<file path="config.mk">
export PLATFORM = sky130hd
export DESIGN_NAME = fun_iter
export DESIGN_NICKNAME = d
export VERILOG_FILES = /design/src/rtl/fun_iter.sv
export SDC_FILE = /design/constraint.sdc
export NUM_CORES = 1
export LEC_CHECK = 0
export ABC_AREA = 1
export CAP_MARGIN = 20
export CORE_AREA = 2 2 103 105
export CTS_CLUSTER_SIZE = 25
export DETAILED_ROUTE_END_ITERATION = 6
export DIE_AREA = 0 0 105 107
export SLEW_MARGIN = 15
export SYNTH_ARGS = -nofsm -noshare
export SYNTH_HDL_FRONTEND = slang
export SYNTH_SLANG_ARGS = --single-unit
</file>
<file path="constraint.sdc">
create_clock -name clk_i -period 5.3 [get_ports clk_i]
set_input_delay 1.06 -clock clk_i [delete_from_list [all_inputs] [get_ports clk_i]]
set_output_delay 1.06 -clock clk_i [all_outputs]
set_load 0.005 [all_outputs]
</file>
<file path="src/rtl/fun_iter.sv">
// Purpose : y = isqrt(a + icbrt(b)) on unsigned WIDTH-bit operands, bit-serial cube/square root engines.
// Latency : CB cube-root steps plus SB square-root steps after the start edge; valid_o in the first IDLE cycle.
// Backpressure: none; start_i is sampled only while idle, and busy_o=1 marks the engine as occupied.
//
// Ports:
//   clk_i    clock, rising edge
//   rst_i    asynchronous reset, active-low
//   start_i  request, sampled only while busy_o=0
//   a_bi     operand a (unsigned, WIDTH bits)
//   b_bi     operand b (unsigned, WIDTH bits)
//   busy_o   high while a computation is in progress
//   valid_o  one-cycle pulse when y_bo carries a new result
//   y_bo     result, held until the next result or reset
module fun_iter #(
    parameter int WIDTH = 8
) (
    input  logic             clk_i,
    input  logic             rst_i,
    input  logic             start_i,
    input  logic [WIDTH-1:0] a_bi,
    input  logic [WIDTH-1:0] b_bi,
    output logic             busy_o,
    output logic             valid_o,
    output logic [WIDTH-1:0] y_bo
);

    // Result widths of the two roots and the full-precision sum width.
    localparam int CB = (WIDTH + 2) / 3;
    localparam int SW = WIDTH + 1;
    localparam int SB = (SW + 1) / 2;
    // Compare widths: a CB-bit cube needs 3*CB bits, an SB-bit square 2*SB bits.
    localparam int CW = 3 * CB;
    localparam int QW = 2 * SB;
    // One shared bit-index counter; SB >= CB, so it is sized for the longer phase.
    localparam int IW = (SB > 1) ? $clog2(SB) : 1;

    typedef enum logic [1:0] {
        IDLE = 2'd0,
        CBRT = 2'd1,
        SQRT = 2'd2
    } state_t;

    state_t          state, state_nx;
    logic [WIDTH-1:0] a_q, a_nx;
    logic [WIDTH-1:0] b_q, b_nx;
    logic [CB-1:0]    c_q, c_nx;
    logic [SB-1:0]    r_q, r_nx;
    logic [SW-1:0]    s_q, s_nx;
    logic [IW-1:0]    idx_q, idx_nx;
    logic [WIDTH-1:0] y_q, y_nx;
    logic             valid_q, valid_nx;

    // Trial values for the current bit position.
    logic [CB-1:0] c_trial;
    logic [CW-1:0] c_ext;
    logic [CW-1:0] c_cube;
    logic          c_take;
    logic [CB-1:0] c_step;
    logic [SB-1:0] r_trial;
    logic [QW-1:0] r_ext;
    logic [QW-1:0] r_square;
    logic          r_take;
    logic [SB-1:0] r_step;

    always_comb begin
        c_trial  = c_q | (CB'(1) << idx_q);
        c_ext    = CW'(c_trial);
        c_cube   = c_ext * c_ext * c_ext;
        c_take   = (c_cube <= CW'(b_q));
        c_step   = c_take ? c_trial : c_q;

        r_trial  = r_q | (SB'(1) << idx_q);
        r_ext    = QW'(r_trial);
        r_square = r_ext * r_ext;
        // Wide compare: the sum is at most SW bits and QW >= SW.
        r_take   = (r_square <= QW'(s_q));
        r_step   = r_take ? r_trial : r_q;
    end

    // Next-state and datapath updates.
    always_comb begin
        state_nx = state;
        a_nx     = a_q;
        b_nx     = b_q;
        c_nx     = c_q;
        r_nx     = r_q;
        s_nx     = s_q;
        idx_nx   = idx_q;
        y_nx     = y_q;
        valid_nx = 1'b0;

        unique case (state)
            IDLE: begin
                if (start_i) begin
                    a_nx     = a_bi;
                    b_nx     = b_bi;
                    c_nx     = '0;
                    r_nx     = '0;
                    idx_nx   = IW'(CB - 1);
                    state_nx = CBRT;
                end
            end
            CBRT: begin
                c_nx = c_step;
                if (idx_q == '0) begin
                    // Sum uses the just-resolved cube root, one bit wider than a: no wrap.
                    s_nx     = {1'b0, a_q} + SW'(c_step);
                    idx_nx   = IW'(SB - 1);
                    state_nx = SQRT;
                end else begin
                    idx_nx = idx_q - IW'(1);
                end
            end
            SQRT: begin
                r_nx = r_step;
                if (idx_q == '0) begin
                    y_nx     = WIDTH'(r_step);
                    valid_nx = 1'b1;
                    state_nx = IDLE;
                end else begin
                    idx_nx = idx_q - IW'(1);
                end
            end
            default: begin
                state_nx = IDLE;
            end
        endcase
    end

    always_ff @(posedge clk_i or negedge rst_i) begin
        if (!rst_i) begin
            state   <= IDLE;
            a_q     <= '0;
            b_q     <= '0;
            c_q     <= '0;
            r_q     <= '0;
            s_q     <= '0;
            idx_q   <= '0;
            y_q     <= '0;
            valid_q <= 1'b0;
        end else begin
            state   <= state_nx;
            a_q     <= a_nx;
            b_q     <= b_nx;
            c_q     <= c_nx;
            r_q     <= r_nx;
            s_q     <= s_nx;
            idx_q   <= idx_nx;
            y_q     <= y_nx;
            valid_q <= valid_nx;
        end
    end

    assign busy_o  = (state != IDLE);
    assign valid_o = valid_q;
    assign y_bo    = y_q;

endmodule

</file>
==> metrics <==
Mapped Avg Cell Area=7.71 um2; Initial Utilization=0.343; Worst Slack Setup Final=265 ps; most frequent cells in the layout=nand2_1 (100), inv_1 (77), dfrtp_1 (44), ha_1 (38), clkdlybuf4s50_1 (24); pre-CTS setup slack=-110 ps; area of the core=10100 um2; Placer Congestion=0.835; Cell variety after synth=34; drt wl/cell=11.7 um; Port-buffer cells=25; status=finished, final reports clean; max_cap viols=0; clock latency on the worst-skew pair=290 ps; peak supply drop=354 uV; Post-Place Cells=618; H-tree depth=2; final WL=7470 um; share of post-route cells with drive strength above 1=0.188; commonest non-fill, non-tap cell in the layout=nand2_1; CP arrival=5220 ps; DRC=0; Slowest-stage cell, CP=fa_1; vias per cell=4.62; first-pass GRT wire length=12400 um; Synth Register Bits=44; HP Class=flip-flop to flip-flop; Final period util=0.950; first-pass iteration count of the detailed router=4; initial drt markers=106; unrepaired setup endpoints after global routing=true; TritonCTS buffer count=5; Max Fclk=199 MHz; Layout area overhead=24.6%; IO Count=29; cell family with most CP delay=adder cells; vias in the first global route=2829; Synth warnings=0; Final Hold Vio Count=0; Register Area=1100 um2; total area of multi-input combinational cells=2200 um2; overall power=0.00253 W; antenna violations before repair=0; CP Launch Type=flip-flop; Die Wd=105 um; final max-slew violation count=0; Worst-Margin Slew=881 ps; sequential-to-total area share from yosys stat=0.318; CTS tree=yes; FILL cells=1039; slowest stage delay, CP=550 ps; CP Capture Type=flip-flop; clk root buf=clkbuf_8; number of diodes=0; Pleak=2.27 nW; Setup violations, final=0; Post-Syn Instances=449; ANT nets after route=0; Setup Crit Path Kind=flip-flop to flip-flop; dpl hpwl=5810 um; Setup TNS=0 ps; CTS sink count=44; PwrDens=588 nW/um2; skew final=6.08 ps; Overflow after GRT=0; hold buffer count at CTS=0; CP required=5480 ps; Rel. slew slack=0.410; Bufs and invs on worst path=8; largest net degree at the start of global routing=45; Die Height=107 um; die area=11200 um2; clk buf depth=2; crit path time final=5040 ps; vias=2938; GRT Util Overall=0.132; Nets=572; Reg clk slew, reported paths=90 ps; # rows=37; Critical Path Fanout Max=3; Non-Filler Instances=636; Cell Area, Synth=3460 um2
## what timing repair did
item	CTS	global route
resized for setup	4	46
endpoints found under the setup margin	2	16
setup buffers	3	6
pin swaps	1	25
## final timing paths
| kind | startpoint | end | slack (ps) | depth (start not counted) |
|---|---|---|---|---|
| max | idx_q[1] | s_q[7] | 260 | 35 |
| min | y_bo[4] | y_bo[4] | 480 | 2 |
| max reg2reg | idx_q[1] | s_q[7] | 260 | 35 |
| min reg2reg | y_bo[4] | y_bo[4] | 480 | 2 |
| max in group asynchronous | rst_i | c_q[1] | 4140 | 2 |
| min in group asynchronous | rst_i | y_bo[3] | 670 | 1 |
## worst min-delay path, cell delays in order (launching register included)
cell and delay [ps]:
dfrtp_1 350, nand2_1 60, nand2_1 50
## cell type report
class,instances,share of cell area
clock buffer,5,0.0160
clock inverter,3,0.00435
inverter,87,0.0757
multi-input combinational,314,0.511
sequential,44,0.255
tap,136,0.0395
timing repair buffer,47,0.0981
## flip-flops by register name, summed over array words and instances, names as in the netlist
signal and flops:
a_q 8, b_q 8, c_q 3, idx_q 3, r_q 5, s_q 9, state 2, valid_o 1
y_bo 5
## report_power, final
part           switching (W)  internal [W]  total, W
clock network       0.000118     0.0000920  0.000210
registers          0.0000696      0.000467  0.000537
logic                0.00103      0.000754   0.00179
total                0.00122       0.00131   0.00253
## stage by stage
step / instance area (um2) / util / hold slack [ps]
global route: 4310 / 0.427 / 519
finish: 4310 / 0.427 / 484
detailed placement: 3940 / 0.390 / 470
CTS: 4060 / 0.403 / 493
floorplan: 3470 / - / 448
global placement: 3940 / 0.390 / 462
## cell families (layout without fill, tap and decap cells)
logic type | after synthesis | after routing | share of synthesized area
buffers and inverters | 94 | 142 | 0.105
DFF | 44 | 44 | 0.318
xor gates and xnor gates | 10 | 10 | 0.0253
adders and majority gates | 54 | 54 | 0.213
and+or+nand+nor | 181 | 181 | 0.236
other | 1 | 4 | 0.00108
AOI/OAI and AO/OA | 65 | 65 | 0.102
## Yosys cell counts, drive strengths merged
master / instances / area (um2)
inv: 84 / 315
nor4: 1 / 6.26
clkbuf: 4 / 15.0
nor2: 31 / 124
fa: 8 / 160
nor3: 3 / 15.0
o22a: 1 / 8.76
o22ai: 6 / 37.5
o211ai: 1 / 7.51
ha: 46 / 576
xnor2: 4 / 35.0
conb: 1 / 3.75
nand3: 22 / 148
or2: 1 / 6.26
dfrtp: 44 / 1100
a211oi: 1 / 7.51
buf: 3 / 22.5
clkinv: 3 / 11.3
nand2: 119 / 492
a31o: 1 / 8.76
a21o: 2 / 15.0
nand4: 3 / 18.8
nand3b: 1 / 7.51
o21ai: 30 / 150
a21oi: 22 / 110
xor2: 6 / 52.6
a31oi: 1 / 6.26
## per-layer routing
| layer | vias up | global-route usage | wire (um) | part of all wire |
|---|---|---|---|---|
| met5 | - | 0 | 0 | 0 |
| met4 | 0 | 0.0314 | 103 | 0.014 |
| met3 | 8 | 0.0164 | 177 | 0.024 |
| met2 | 46 | 0.242 | 3840 | 0.51 |
| met1 | 1380 | 0.165 | 3340 | 0.45 |
| li1 | 1504 | - | - | - |
Power figures use the tool's default switching activity.
